<file path="src/rtl/store_queue_pkg.sv">
// Shared types and constants for the store queue: entry layout, drain states,
// and the word-granularity alias check used by the load hazard path.
package store_queue_pkg;

  localparam int PAGE_OFFSET_W   = 12;
  localparam int WORD_OFFSET_LSB = 3;
  localparam int SQ_ADDR_W       = 64;
  localparam int SQ_DATA_W       = 64;
  localparam int SQ_BE_W         = SQ_DATA_W / 8;

  typedef struct packed {
    logic [SQ_ADDR_W-1:0] paddr;
    logic [SQ_DATA_W-1:0] data;
    logic [SQ_BE_W-1:0]   be;
  } sq_entry_t;

  typedef enum logic [1:0] {
    IDLE     = 2'd0,
    REQ      = 2'd1,
    WAIT_ACK = 2'd2
  } sq_state_t;

  // Two offsets alias when they fall in the same 8-byte word of the page.
  function automatic logic word_alias(input logic [PAGE_OFFSET_W-1:0] a,
                                      input logic [PAGE_OFFSET_W-1:0] b);
    return a[PAGE_OFFSET_W-1:WORD_OFFSET_LSB] == b[PAGE_OFFSET_W-1:WORD_OFFSET_LSB];
  endfunction

endpackage

</file>
<file path="src/rtl/store_queue_if.sv">
// Store queue bundle: LSU push/commit/flush side, load hazard query and the
// data memory write port. The queue itself is the slave end.
interface store_queue_if
  import store_queue_pkg::*;
#(
  parameter int ADDRESS_SIZE = 64,
  parameter int DATA_WIDTH   = 64
);
  logic                     flush;
  logic                     store_valid;
  logic [ADDRESS_SIZE-1:0]  store_paddr;
  logic [DATA_WIDTH-1:0]    store_data;
  logic [DATA_WIDTH/8-1:0]  store_be;
  logic                     ready;
  logic                     commit;
  logic                     commit_ready;
  logic [PAGE_OFFSET_W-1:0] page_offset;
  logic                     page_offset_matches;
  logic                     no_st_pending;
  logic                     mem_req;
  logic [ADDRESS_SIZE-1:0]  mem_addr;
  logic [DATA_WIDTH-1:0]    mem_wdata;
  logic [DATA_WIDTH/8-1:0]  mem_be;
  logic                     mem_gnt;
  logic                     mem_ack;

  modport slave (
    input  flush, store_valid, store_paddr, store_data, store_be, commit,
           page_offset, mem_gnt, mem_ack,
    output ready, commit_ready, page_offset_matches, no_st_pending,
           mem_req, mem_addr, mem_wdata, mem_be
  );

  modport master (
    output flush, store_valid, store_paddr, store_data, store_be, commit,
           page_offset, mem_gnt, mem_ack,
    input  ready, commit_ready, page_offset_matches, no_st_pending,
           mem_req, mem_addr, mem_wdata, mem_be
  );
endinterface

</file>
<file path="src/rtl/sq_drain_fsm.sv">
// Memory write handshake: one outstanding write, pop strobe on ack.
module sq_drain_fsm
  import store_queue_pkg::*;
(
  input  logic clk,
  input  logic rst,
  input  logic pending_i,
  input  logic mem_gnt_i,
  input  logic mem_ack_i,
  output logic mem_req_o,
  output logic pop_o,
  output logic idle_o
);

  localparam logic [1:0] ST_IDLE     = 2'(IDLE);
  localparam logic [1:0] ST_REQ      = 2'(REQ);
  localparam logic [1:0] ST_WAIT_ACK = 2'(WAIT_ACK);

  logic [1:0] state_q;
  logic [1:0] state_d;

  // Next-state: ack arriving alongside gnt is ignored in REQ.
  always_comb begin
    state_d = state_q;
    case (state_q)
      ST_IDLE:     if (pending_i) state_d = ST_REQ;     else state_d = ST_IDLE;
      ST_REQ:      if (mem_gnt_i) state_d = ST_WAIT_ACK; else state_d = ST_REQ;
      ST_WAIT_ACK: if (mem_ack_i) state_d = ST_IDLE;    else state_d = ST_WAIT_ACK;
      default:     state_d = ST_IDLE;
    endcase
  end

  // State register.
  always_ff @(posedge clk or posedge rst) begin
    if (rst) state_q <= ST_IDLE;
    else     state_q <= state_d;
  end

  assign mem_req_o = (state_q == ST_REQ);
  assign pop_o     = (state_q == ST_WAIT_ACK) & mem_ack_i;
  assign idle_o    = (state_q == ST_IDLE);

endmodule

</file>
<file path="src/rtl/store_queue.sv">
// Store queue: circular buffer of speculative and committed stores, drained
// in order to data memory, with a page-offset alias check for loads.
module store_queue
  import store_queue_pkg::*;
#(
  parameter int ADDRESS_SIZE = 64,
  parameter int DATA_WIDTH   = 64,
  parameter int DEPTH        = 4
) (
  input logic          clk,
  input logic          rst,
  store_queue_if.slave sq
);

  localparam int PTR_W = $clog2(DEPTH);
  localparam int CNT_W = PTR_W + 1;

  logic [PTR_W-1:0] rd_ptr_q, rd_ptr_d;
  logic [PTR_W-1:0] cm_ptr_q, cm_ptr_d;
  logic [PTR_W-1:0] wr_ptr_q, wr_ptr_d;
  logic [CNT_W-1:0] cm_cnt_q, cm_cnt_d;
  logic [CNT_W-1:0] sp_cnt_q, sp_cnt_d;
  sq_entry_t        entries_q [DEPTH];

  logic [CNT_W-1:0] total_s;
  logic             ready_s;
  logic             commit_ready_s;
  logic             push_s;
  logic             commit_s;
  logic             pop_s;
  logic             idle_s;
  logic             match_s;
  logic [PTR_W-1:0] off_s;
  sq_entry_t        new_entry_s;

  assign total_s        = cm_cnt_q + sp_cnt_q;
  assign ready_s        = total_s < CNT_W'(DEPTH);
  assign commit_ready_s = sp_cnt_q != '0;
  assign push_s         = sq.store_valid & ready_s & ~sq.flush;
  assign commit_s       = sq.commit & commit_ready_s;

  assign new_entry_s.paddr = SQ_ADDR_W'(sq.store_paddr);
  assign new_entry_s.data  = SQ_DATA_W'(sq.store_data);
  assign new_entry_s.be    = SQ_BE_W'(sq.store_be);

  // Counters move by the net effect of push, commit, flush and pop together.
  always_comb begin
    cm_ptr_d = cm_ptr_q + PTR_W'(commit_s);
    rd_ptr_d = rd_ptr_q + PTR_W'(pop_s);
    cm_cnt_d = cm_cnt_q + CNT_W'(commit_s) - CNT_W'(pop_s);
    if (sq.flush) begin
      wr_ptr_d = cm_ptr_d;
      sp_cnt_d = '0;
    end else begin
      wr_ptr_d = wr_ptr_q + PTR_W'(push_s);
      sp_cnt_d = sp_cnt_q + CNT_W'(push_s) - CNT_W'(commit_s);
    end
  end

  // Pointer and counter registers.
  always_ff @(posedge clk or posedge rst) begin
    if (rst) begin
      rd_ptr_q <= '0;
      cm_ptr_q <= '0;
      wr_ptr_q <= '0;
      cm_cnt_q <= '0;
      sp_cnt_q <= '0;
    end else begin
      rd_ptr_q <= rd_ptr_d;
      cm_ptr_q <= cm_ptr_d;
      wr_ptr_q <= wr_ptr_d;
      cm_cnt_q <= cm_cnt_d;
      sp_cnt_q <= sp_cnt_d;
    end
  end

  // Entry storage; contents are only meaningful inside the valid window.
  always_ff @(posedge clk) begin
    if (push_s) entries_q[wr_ptr_q] <= new_entry_s;
  end

  // Valid window is the total count starting at rd_ptr, in-flight entry included.
  always_comb begin
    match_s = 1'b0;
    off_s   = '0;
    for (int i = 0; i < DEPTH; i++) begin
      off_s   = PTR_W'(i) - rd_ptr_q;
      match_s = match_s | (({1'b0, off_s} < total_s) &
                word_alias(entries_q[i].paddr[PAGE_OFFSET_W-1:0], sq.page_offset));
    end
  end

  sq_drain_fsm u_drain (
    .clk       (clk),
    .rst       (rst),
    .pending_i (cm_cnt_q != '0),
    .mem_gnt_i (sq.mem_gnt),
    .mem_ack_i (sq.mem_ack),
    .mem_req_o (sq.mem_req),
    .pop_o     (pop_s),
    .idle_o    (idle_s)
  );

  assign sq.ready               = ready_s;
  assign sq.commit_ready        = commit_ready_s;
  assign sq.page_offset_matches = match_s;
  assign sq.no_st_pending       = (cm_cnt_q == '0) & (sp_cnt_q == '0) & idle_s;
  assign sq.mem_addr            = ADDRESS_SIZE'(entries_q[rd_ptr_q].paddr);
  assign sq.mem_wdata           = DATA_WIDTH'(entries_q[rd_ptr_q].data);
  assign sq.mem_be              = (DATA_WIDTH/8)'(entries_q[rd_ptr_q].be);

endmodule

</file>
<file path="src/flat_wrapper.sv">
// flat-port wrapper written by rule: the top's interface ports become plain ports
module store_queue_flat import store_queue_pkg::*;
#(
  parameter int ADDRESS_SIZE = 64,
  parameter int DATA_WIDTH   = 64,
  parameter int DEPTH        = 4
)
  (clk, rst, sq_flush, sq_store_valid, sq_store_paddr, sq_store_data, sq_store_be, sq_commit, sq_page_offset, sq_mem_gnt, sq_mem_ack, sq_ready, sq_commit_ready, sq_page_offset_matches, sq_no_st_pending, sq_mem_req, sq_mem_addr, sq_mem_wdata, sq_mem_be);
  store_queue_if #(.ADDRESS_SIZE(ADDRESS_SIZE), .DATA_WIDTH(DATA_WIDTH)) sq_i ();
  input logic clk;
  input logic rst;
  input wire logic [$bits(sq_i.flush)-1:0] sq_flush;
  input wire logic [$bits(sq_i.store_valid)-1:0] sq_store_valid;
  input wire logic [$bits(sq_i.store_paddr)-1:0] sq_store_paddr;
  input wire logic [$bits(sq_i.store_data)-1:0] sq_store_data;
  input wire logic [$bits(sq_i.store_be)-1:0] sq_store_be;
  input wire logic [$bits(sq_i.commit)-1:0] sq_commit;
  input wire logic [$bits(sq_i.page_offset)-1:0] sq_page_offset;
  input wire logic [$bits(sq_i.mem_gnt)-1:0] sq_mem_gnt;
  input wire logic [$bits(sq_i.mem_ack)-1:0] sq_mem_ack;
  output wire logic [$bits(sq_i.ready)-1:0] sq_ready;
  output wire logic [$bits(sq_i.commit_ready)-1:0] sq_commit_ready;
  output wire logic [$bits(sq_i.page_offset_matches)-1:0] sq_page_offset_matches;
  output wire logic [$bits(sq_i.no_st_pending)-1:0] sq_no_st_pending;
  output wire logic [$bits(sq_i.mem_req)-1:0] sq_mem_req;
  output wire logic [$bits(sq_i.mem_addr)-1:0] sq_mem_addr;
  output wire logic [$bits(sq_i.mem_wdata)-1:0] sq_mem_wdata;
  output wire logic [$bits(sq_i.mem_be)-1:0] sq_mem_be;
  assign sq_i.flush = sq_flush;
  assign sq_i.store_valid = sq_store_valid;
  assign sq_i.store_paddr = sq_store_paddr;
  assign sq_i.store_data = sq_store_data;
  assign sq_i.store_be = sq_store_be;
  assign sq_i.commit = sq_commit;
  assign sq_i.page_offset = sq_page_offset;
  assign sq_i.mem_gnt = sq_mem_gnt;
  assign sq_i.mem_ack = sq_mem_ack;
  assign sq_ready = sq_i.ready;
  assign sq_commit_ready = sq_i.commit_ready;
  assign sq_page_offset_matches = sq_i.page_offset_matches;
  assign sq_no_st_pending = sq_i.no_st_pending;
  assign sq_mem_req = sq_i.mem_req;
  assign sq_mem_addr = sq_i.mem_addr;
  assign sq_mem_wdata = sq_i.mem_wdata;
  assign sq_mem_be = sq_i.mem_be;
  store_queue #(.ADDRESS_SIZE(ADDRESS_SIZE), .DATA_WIDTH(DATA_WIDTH), .DEPTH(DEPTH)) u_core (.clk(clk), .rst(rst), .sq(sq_i));
endmodule
</file>
<file path="config.mk">
export PLATFORM = sky130hd
export DESIGN_NAME = store_queue_flat
export DESIGN_NICKNAME = d
export VERILOG_FILES = /design/src/rtl/store_queue_pkg.sv /design/src/rtl/store_queue_if.sv /design/src/rtl/sq_drain_fsm.sv /design/src/rtl/store_queue.sv /design/src/flat_wrapper.sv
export SDC_FILE = /design/constraint.sdc
export NUM_CORES = 1
export LEC_CHECK = 0
export CAP_MARGIN = 20
export CORE_ASPECT_RATIO = 1.4
export CORE_MARGIN = 4
export CORE_UTILIZATION = 40
export DETAILED_ROUTE_END_ITERATION = 6
export GPL_TIMING_DRIVEN = 0
export MAX_ROUTING_LAYER = met4
export PLACE_DENSITY = 0.61
export SKIP_LAST_GASP = 1
export SLEW_MARGIN = 5
export SYNTH_ARGS = -nofsm -noshare
export SYNTH_HDL_FRONTEND = slang
export SYNTH_SLANG_ARGS = --single-unit
export TNS_END_PERCENT = 50
</file>
<file path="constraint.sdc">
create_clock -name clk -period 9.25 [get_ports clk]
set_clock_uncertainty 0.2 [all_clocks]
set_input_delay 1.85 -clock clk [delete_from_list [all_inputs] [get_ports clk]]
set_output_delay 1.85 -clock clk [all_outputs]
set_load 0.03 [all_outputs]
</file>
## After elaboration in Yosys (flattened, before gate mapping)

Memory sizes are Yosys's and may differ from the RTL's.
Index checks and enable logic that the tools add are counted.

- Bits in registers: 14
- Bits in writable memories: 544
- Input bits: 155
- Output and inout port bits: 141
- Word-level logic and storage cells: 57
- Memories kept: 1

- Add/subtract/negate cells: 12
- Order comparisons: 5
- Equal/unequal tests: 6
- Multiplexer cells: 8
- Bitwise operators: 14
- Reductions and logical operators: 5

Memories:

| memory | depth | width | rd ports | clocked after memory_dff | write ports | line | RTL |
|---|---|---|---|---|---|---|---|
| u_core.entries_q | 4 | 136 | 5 | 0 | 1 | store_queue.sv:23 | `sq_entry_t entries_q [DEPTH];` |

Operators by type and width:

| operator | count |
|---|---|
| 9-bit equality test | 4 |
| 2-bit by 3-bit < comparator with 1-bit output | 4 |
| 1-bit bitwise AND | 10 |
| 2-bit by 1-bit adder with 2-bit output | 3 |
| 3-bit by 1-bit adder with 3-bit output | 2 |
| 3-bit zero test | 2 |
| 2-bit two-way mux | 3 |
| 2-bit one-hot mux with 3 select lines | 1 |
| 3-bit nonzero test | 2 |
| 3-bit by 1-bit subtractor with 3-bit output | 2 |
| 1-bit by 2-bit subtractor with 2-bit output (first input constant) | 2 |
| 2-bit subtractor (first input constant) | 2 |
| 3-bit adder | 1 |
| 3-bit < comparator (second input constant) | 1 |
| 1-bit two-way mux | 3 |
| 3-bit two-way mux | 1 |
| 1-bit OR | 3 |
| 2-bit by 1-bit equality test with 1-bit output (second input constant) | 1 |
| 2-bit equality test (second input constant) | 1 |
| 2-bit zero test | 1 |
| 1-bit NOT | 1 |

## Logic depth before layout (Yosys ltp)

Gate-level depths: netlist of the first run.

- Word-level depth: 7
- Gate-level depth with buffers: 11
- Gate-level depth less buffers: 11

## Modules after synthesis

Synthesis of the first run repeated with hierarchy kept, for this count alone.

- Cells, all modules: 848
- Area total of the unflattened synthesis: 20936.3 um^2

Modules (own cells, without submodules):

| module | instances | cells each | area each (um^2) | seq. area each (um^2) |
|---|---|---|---|---|
| store_queue | 1 | 836 | 20827.5 | 16636.0 |
| sq_drain_fsm | 1 | 12 | 108.9 | 50.0 |

## Least setup slack after synthesis of the first run

No wires, ideal clock.

- Path type: input port to flip-flop
- Start: input sq_flush
- End: memory u_core.entries_q[2][0] in the netlist's numbering (enable)
- Library setup time: 633 ps
- Data arrival time: 7832 ps
- Required time: 8417 ps
- Path slack: 584 ps
- Cell stages on the path: 3
- Cells stage by stage: nor3b_4 > nand2_1 > nor2_1

- Longest elaborated chain between the ends: 4

RTL lines:

| item | line | RTL |
|---|---|---|
| from (decl) | flat_wrapper.sv:12 | `input wire logic [$bits(sq_i.flush)-1:0] sq_flush;` |
| 1-bit NOT | store_queue.sv:39 | `assign push_s = sq.store_valid & ready_s & ~sq.flush;` |
| 1-bit bitwise AND | store_queue.sv:39 |  |
| 1-bit two-way mux | store_queue.sv:79 | `if (push_s) entries_q[wr_ptr_q] <= new_entry_s;` |
| 1-bit two-way mux (not written as such) | store_queue.sv:79 |  |
| to (decl) | store_queue.sv:23 |  |

Every way passes these cells.

## Worst setup path after layout of the first run

- Start: input sq_page_offset[5]
- End: output sq_page_offset_matches

- Longest elaborated chain between the ends: 5
- Elaborated cells on any way between the ends: 11
- Those cells by class: 4 x eq/ne; 7 x bitwise

RTL lines:

| item | line | RTL |
|---|---|---|
| from (decl) | flat_wrapper.sv:18 | `input wire logic [$bits(sq_i.page_offset)-1:0] sq_page_offset;` |
| 9-bit equality test | store_queue_pkg.sv:26 | `return a[PAGE_OFFSET_W-1:WORD_OFFSET_LSB] == b[PAGE_OFFSET_W-1:WORD_OFFSET_LSB];` |
| 1-bit bitwise AND | store_queue.sv:88 | `match_s = match_s \| (({1'b0, off_s} < total_s) &` |
| 1-bit OR (2 in series) | store_queue.sv:88 |  |
| 1-bit OR * | store_queue.sv:88 |  |
| to (decl) | flat_wrapper.sv:23 | `output wire logic [$bits(sq_i.page_offset_matches)-1:0] sq_page_offset_matches;` |

Mark *: on every way between the ends. The rest lies on a longest branch, timed or not.

==> key figures, run 1 <==
Floorplanning
  • Die X: 201 um
  • # IOs: 296
  • Std cell rows: 99
  • Core area: 0.0520 sq mm
  • Initial Utilization: 40.3%
  • Die footprint: 0.0562 sq mm
  • Die Y-Extent: 279 um

Run status
  • Status: finished clean

Critical path
  • Setup crit end kind: primary output
  • Cells on worst reg2reg path: 10
  • CP max stage delay: 0.69 ns
  • CP max-delay cell: clkdlybuf4s50_1
  • CP Cell Sequence: clkdlybuf4s50_1 > xnor2_1 > nand3_1 > nor4_1 > o21ai_0 > nand4_1 > clkdlybuf4s50_1
  • Arr. time, crit path: 4.23 ns
  • Cell repeated most along the worst path: clkdlybuf4s50_1
  • Crit path max fanout: 4
  • Startpoint Class: input pin
  • R2r setup slk: 5.62 ns
  • Critical path class: input pin to primary output
  • WP data required: 7.20 ns

Placement
  • Hpwl dp: 30600 um
  • IO buf count: 286
  • GPL Wtd Cong: 0.714
  • Placed inst area: 0.0252 sq mm

STA
  • Worst-Margin Slew: 0.904 ns
  • Slew Limit Fails: 0
  • Setup-failing EPs final: 0
  • Fmax: 159 MHz
  • Tmin final: 6.28 ns
  • Period utilization: 67.8%
  • RSZ-0062 raised after global routing: false
  • Fin. Hold Viols: 0
  • Rel. slew slack: 39.8%

Worst hold path
  • Tightest Hold Check Type: flop to flop
  • Hold Path Depth: 1

Global routing
  • Tot GR Track Use: 16.6%
  • Largest net degree at the start of global routing: 40
  • Total grt overflow: 0
  • First-pass GRT wire length: 68700 um
  • Vias in the first global route: 10600
  • Initial antenna violation count: 7

Yosys
  • Sequential fraction of the synthesis area: 79.6%
  • Post-synth EDFFs: 544
  • Synthesis-stage register bit count: 558
  • Post-Syn Instances: 852
  • Syn Area/Cell: 24.6 sq um
  • Ys async rst share: 2.51%
  • Post-Syn Area: 0.0210 sq mm
  • Ys flop type: edfxtp_1
  • Syn_nets: 1023
  • Cell variety after synth: 33
  • Synth warn: 0

Clock network
  • Root buffer cell: clkbuf_16
  • Post-CTS sizing: 0
  • Worst-Skew Late Latency: 0.59 ns
  • H-tree Lvls: 2
  • Maximum buffer depth of the clock tree: 3
  • Post-CTS setup buffer count: 0
  • Worst-path clk slew: 0.06 ns
  • CTS tree: done
  • Clk sinks: 558
  • CTS Buf Count: 53
  • CTS hold repair buffers: 0

Power and ir drop
  • Leakage: 8.65 nW
  • Pwr Density: 315 mW/mm^2
  • Max VDD drop: 0.178 mV

Final layout
  • Core Util, Final: 51.7%
  • Net count, final: 1387
  • Share of layout cells above drive strength 1: 21.4%
  • # fillers: 4143
  • Final Instance Area: 0.0269 sq mm
  • Synthesis-to-layout area growth: 28.2%
  • Commonest non-fill, non-tap cell in the layout: edfxtp_1
  • Most frequent cells in the layout: 544 x edfxtp_1, 286 x clkdlybuf4s50_1, 136 x mux4_2

Drt
  • Vias per Instance: 5.10
  • Met2 WL: 24100 um
  • Top Layer Used: met4
  • DR WL/cell: 23.7 um
  • Drt first pass iters: 4
  • M1 WL: 17400 um
  • Initial DRC count: 357
  • Met3 wire len: 2990 um
  • Routed Antenna Nets: 0
  • Routed vias: 9797
  • DRC: 0
  • Routed WL: 45600 um

Flow run
  • Max-Cap Viols: 0
==> worst paths after layout <==
check	from	to
max	sq_page_offset[5]	sq_page_offset_matches
min	u_core.cm_ptr_q[1]$_DFF_PP0_	u_core.cm_ptr_q[1]$_DFF_PP0_
max reg2reg	u_core.sp_cnt_q[0]$_DFF_PP0_	u_core.entries_q[0][36]$_DFFE_PP_
min reg2reg	u_core.cm_ptr_q[1]$_DFF_PP0_	u_core.cm_ptr_q[1]$_DFF_PP0_
max in group asynchronous	rst	u_core.sp_cnt_q[0]$_DFF_PP0_
min in group asynchronous	rst	u_core.u_drain.state_q[0]$_DFF_PP0_
==> synth_stat cells (3+ instances only) <==
cell	number	area (sq um)
inv_1	12	45.0
nand4_1	6	37.5
dfrtp_1	14	350
nor2_1	5	18.8
a21oi_1	4	20.0
buf_2	16	80.1
mux4_2	136	3060
edfxtp_1	544	16300
o21ai_0	6	30.0
fa_1	3	60.1
nor4_1	5	31.3
xnor2_1	30	263
nand3_1	3	15.0
clkbuf_1	6	22.5
ha_1	13	163
buf_6	11	124
nand2_1	4	15.0
xor2_1	14	123
==> where the power goes <==
group | internal [mW] | switching, mW
logic | 1.43 | 1.77
clock network | 1.19 | 0.900
registers | 3.08 | 0.0854
==> registers in the layout, summed over array words and instances (netlist names) <==
register,count
u_core.wr_ptr_q,2
u_core.u_drain.state_q,2
u_core.entries_q,544
u_core.cm_cnt_q,3
u_core.cm_ptr_q,2
u_core.sp_cnt_q,3
u_core.rd_ptr_q,2
==> layout make-up <==
cell class | instances | area [sq um] | area share (%)
clock inverters | 25 | 199 | 0.740
clock buffers | 73 | 1470 | 5.48
well taps | 656 | 821 | 3.05
repair buffers | 309 | 3380 | 12.6
diodes | 6 | 15.0 | 0.0559
plain buffers | 37 | 249 | 0.927
flip-flops and latches | 558 | 16700 | 62.1
inverters | 13 | 48.8 | 0.182
multi-input cells | 244 | 4000 | 14.9
==> cell families after synthesis <==
group                      Yosys count  synth area share, %
AOI/OAI and AO/OA                   11                0.275
and+or+nand+nor                     34                0.997
xor gates and xnor gates            46                 1.99
muxes                              137                 14.7
adders and majority gates           16                 1.06
buffers and inverters               50                 1.42
DFF                                558                 79.6
==> worst max-delay path: cells and delay by family <==
kind	cells	cell delay, ns
AO/OA/AOI/OAI	1	0.19
AND/OR/NAND/NOR	3	0.73
XOR/XNOR	1	0.15
buffers and inverters	2	1.29
==> metrics by stage <==
step	power [mW]	setup TNS (ns)	hold slack, ns	setup slack [ns]	std cells
2_1_floorplan	5.24	0	0.232	0.584	852
3_3_place_gp	6.49	-1576.74	0.246	-5.74	1794
3_5_place_dp	6.50	0	0.251	3.03	1817
4_1_cts	8.62	0	0.262	3.03	1915
5_1_grt	8.85	0	0.281	2.95	1921
6_report	8.46	0	0.259	2.97	1921
==> routing by layer <==
metal	up-vias	global-route usage (%)
met5	-	-
met3	78	4.08
li1	4340	-
met2	233	28.1
met4	0	5.12
met1	5146	20.0
No activity file was read; power rests on OpenSTA's default activity.
==> run 2, diff against run 1 <==
- PLACE_DENSITY: 0.61 -> 0.63
- clock period: 9.25 -> 5.4 ns (I/O delays scaled with it)
==> key figures, run 2 (synthesized netlist as in run 1, its figures left out) <==
Placement
  • Post-placement cell count: 1816
  • GPL Wtd Cong: 0.786
  • Hpwl dp: 30200 um
  • IO buf count: 286

Critical path
  • Arr. time, crit path: 3.34 ns
  • Startpoint Class: input pin
  • CP Cell Sequence: clkdlybuf4s50_1 > xnor2_1 > nand4_1 > nor4_1 > o21ai_0 > nand4_1 > clkdlybuf4s50_1
  • Critical path class: input pin to primary output
  • Crit path max fanout: 4
  • WP data required: 4.12 ns
  • CP max stage delay: 0.67 ns
  • Setup crit end kind: primary output
  • CP max-delay cell: clkdlybuf4s50_1

Drt
  • Routed Antenna Nets: 0
  • Initial DRC count: 350
  • Drt first pass iters: 5
  • DR WL/cell: 23.5 um
  • Routed vias: 9734
  • Vias per Instance: 5.08
  • Routed WL: 45000 um
  • DRC: 0

Global routing
  • Vias in the first global route: 10800
  • Initial antenna violation count: 4
  • First-pass GRT wire length: 68100 um
  • Largest net degree at the start of global routing: 49
  • Tot GR Track Use: 16.4%
  • Total grt overflow: 0

Final layout
  • Share of layout cells above drive strength 1: 22.4%
  • Core Util, Final: 51.5%
  • # fillers: 4131
  • Non-Filler Instances: 1916
  • Synthesis-to-layout area growth: 27.9%
  • Net count, final: 1385
  • Regs by FF count: u_core.entries_q: 544 flops, u_core.cm_cnt_q: 3 flops, u_core.sp_cnt_q: 3 flops
  • Most frequent cells in the layout: 544 x edfxtp_1, 286 x clkdlybuf4s50_1, 136 x mux4_2
  • Largest reg by FF count: u_core.entries_q
  • Commonest non-fill, non-tap cell in the layout: edfxtp_1
  • Largest register FFs: 544

Power and ir drop
  • Clock Power Share: 25.0%
  • Switch Pwr: 4.72 mW
  • Sw Ratio: 32.5%
  • Combinational power share: 37.6%
  • Pwr Density: 541 mW/mm^2
  • Max VDD drop: 0.410 mV
  • Leakage: 8.65 nW
  • Pint: 9.78 mW
  • Seq pwr share: 37.4%

Floorplanning
  • Die footprint: 0.0562 sq mm
  • Die Y-Extent: 279 um
  • Std cell rows: 99
  • Core area: 0.0520 sq mm
  • Initial Utilization: 40.3%
  • # IOs: 296
  • Die X: 201 um

Clock network
  • Clk sinks: 558
  • CTS tree: done
  • Worst-path clk slew: 0.06 ns
  • CTS hold repair buffers: 0
  • Post-CTS setup buffer count: 0
  • Post-CTS sizing: 0
  • Worst-Skew Late Latency: 0.57 ns
  • Maximum buffer depth of the clock tree: 3
  • CTS Buf Count: 52
  • Root buffer cell: clkbuf_16
  • H-tree Lvls: 2

Run status
  • Status: finished clean

STA
  • Rel. slew slack: 43.5%
  • Tmin final: 4.62 ns
  • Worst-Margin Slew: 0.847 ns
  • Slew Limit Fails: 0
  • Fmax: 216 MHz
  • Fin. Hold Viols: 0
  • RSZ-0062 raised after global routing: false
  • Period utilization: 85.5%
  • Setup-failing EPs final: 0

Flow run
  • Max-Cap Viols: 0

Worst hold path
  • Tightest Hold Check Type: flop to flop
==> run 2: cell count changes in the layout (fill, tap and decap cells not counted), sizes merged <==
cell      delta
clkbuf      -18
clkinv      +10
bufinv       +3
diode        -2
inv          +2
buf          -1
clkinvlp     +1
==> run 2: path summary, 6_finish.rpt <==
check / start / end / slack, ns / cells past startpoint
max: sq_page_offset[9] / sq_page_offset_matches / 0.78 / 7
min: u_core.cm_ptr_q[1]$_DFF_PP0_ / u_core.cm_ptr_q[1]$_DFF_PP0_ / 0.26 / 1
max reg2reg: u_core.sp_cnt_q[0]$_DFF_PP0_ / u_core.entries_q[0][70]$_DFFE_PP_ / 1.56 / 11
min reg2reg: u_core.cm_ptr_q[1]$_DFF_PP0_ / u_core.cm_ptr_q[1]$_DFF_PP0_ / 0.26 / 1
max in group asynchronous: rst / u_core.rd_ptr_q[1]$_DFF_PP0_ / 3.96 / 2
min in group asynchronous: rst / u_core.u_drain.state_q[1]$_DFF_PP0_ / 0.67 / 2
==> run 2: power groups by stage <==
stage               sequential (mW)  combinational (mW)  clock (mW)
global route                   5.46                5.78        3.93
floorplan                      5.52                3.44           0
CTS                            5.43                5.60        3.75
finish                         5.42                5.45        3.63
detailed placement             5.52                5.57           0
global placement               5.60                5.44           0
==> run 2: metrics by stage <==
stage | setup TNS, ns | total power, mW | setup slack (ns) | hold slack (ns) | cell area, sq um
4_1_cts | 0 | 14.8 | 0.585 | 0.260 | 26800
3_5_place_dp | 0 | 11.1 | 0.659 | 0.251 | 25100
3_3_place_gp | -1676.78 | 11.0 | -3.95 | 0.251 | 24700
2_1_floorplan | -46.68 | 8.96 | -0.238 | 0.232 | 21000
5_1_grt | 0 | 15.2 | 0.577 | 0.303 | 26800
6_report | 0 | 14.5 | 0.781 | 0.260 | 26800
==> run 2: final cells by class <==
class,count,area [sq um],share of cell area (%)
clock buffers,55,1330,4.97
multi-input cells,244,4010,15.0
well taps,656,821,3.06
inverters,13,48.8,0.182
flip-flops and latches,558,16700,62.2
plain buffers,37,249,0.929
repair buffers,308,3300,12.3
diodes,4,10.0,0.0373
clock inverters,41,359,1.34
==> run 2: metal layers <==
layer | vias to the layer above | GRT usage, % | part of all wire [%]
met5 | - | - | 0
met4 | 0 | 5.77 | 3.3
met3 | 84 | 3.93 | 5.6
met2 | 255 | 27.9 | 53
met1 | 5070 | 19.4 | 38
li1 | 4325 | - | -
==> run 2: critical path, delay by kind of cell <==
family / cells / cell delay, ns
compound gates: 1 / 0.17
simple gates: 3 / 0.68
buf+inv: 2 / 1.27
xor+xnor: 1 / 0.15
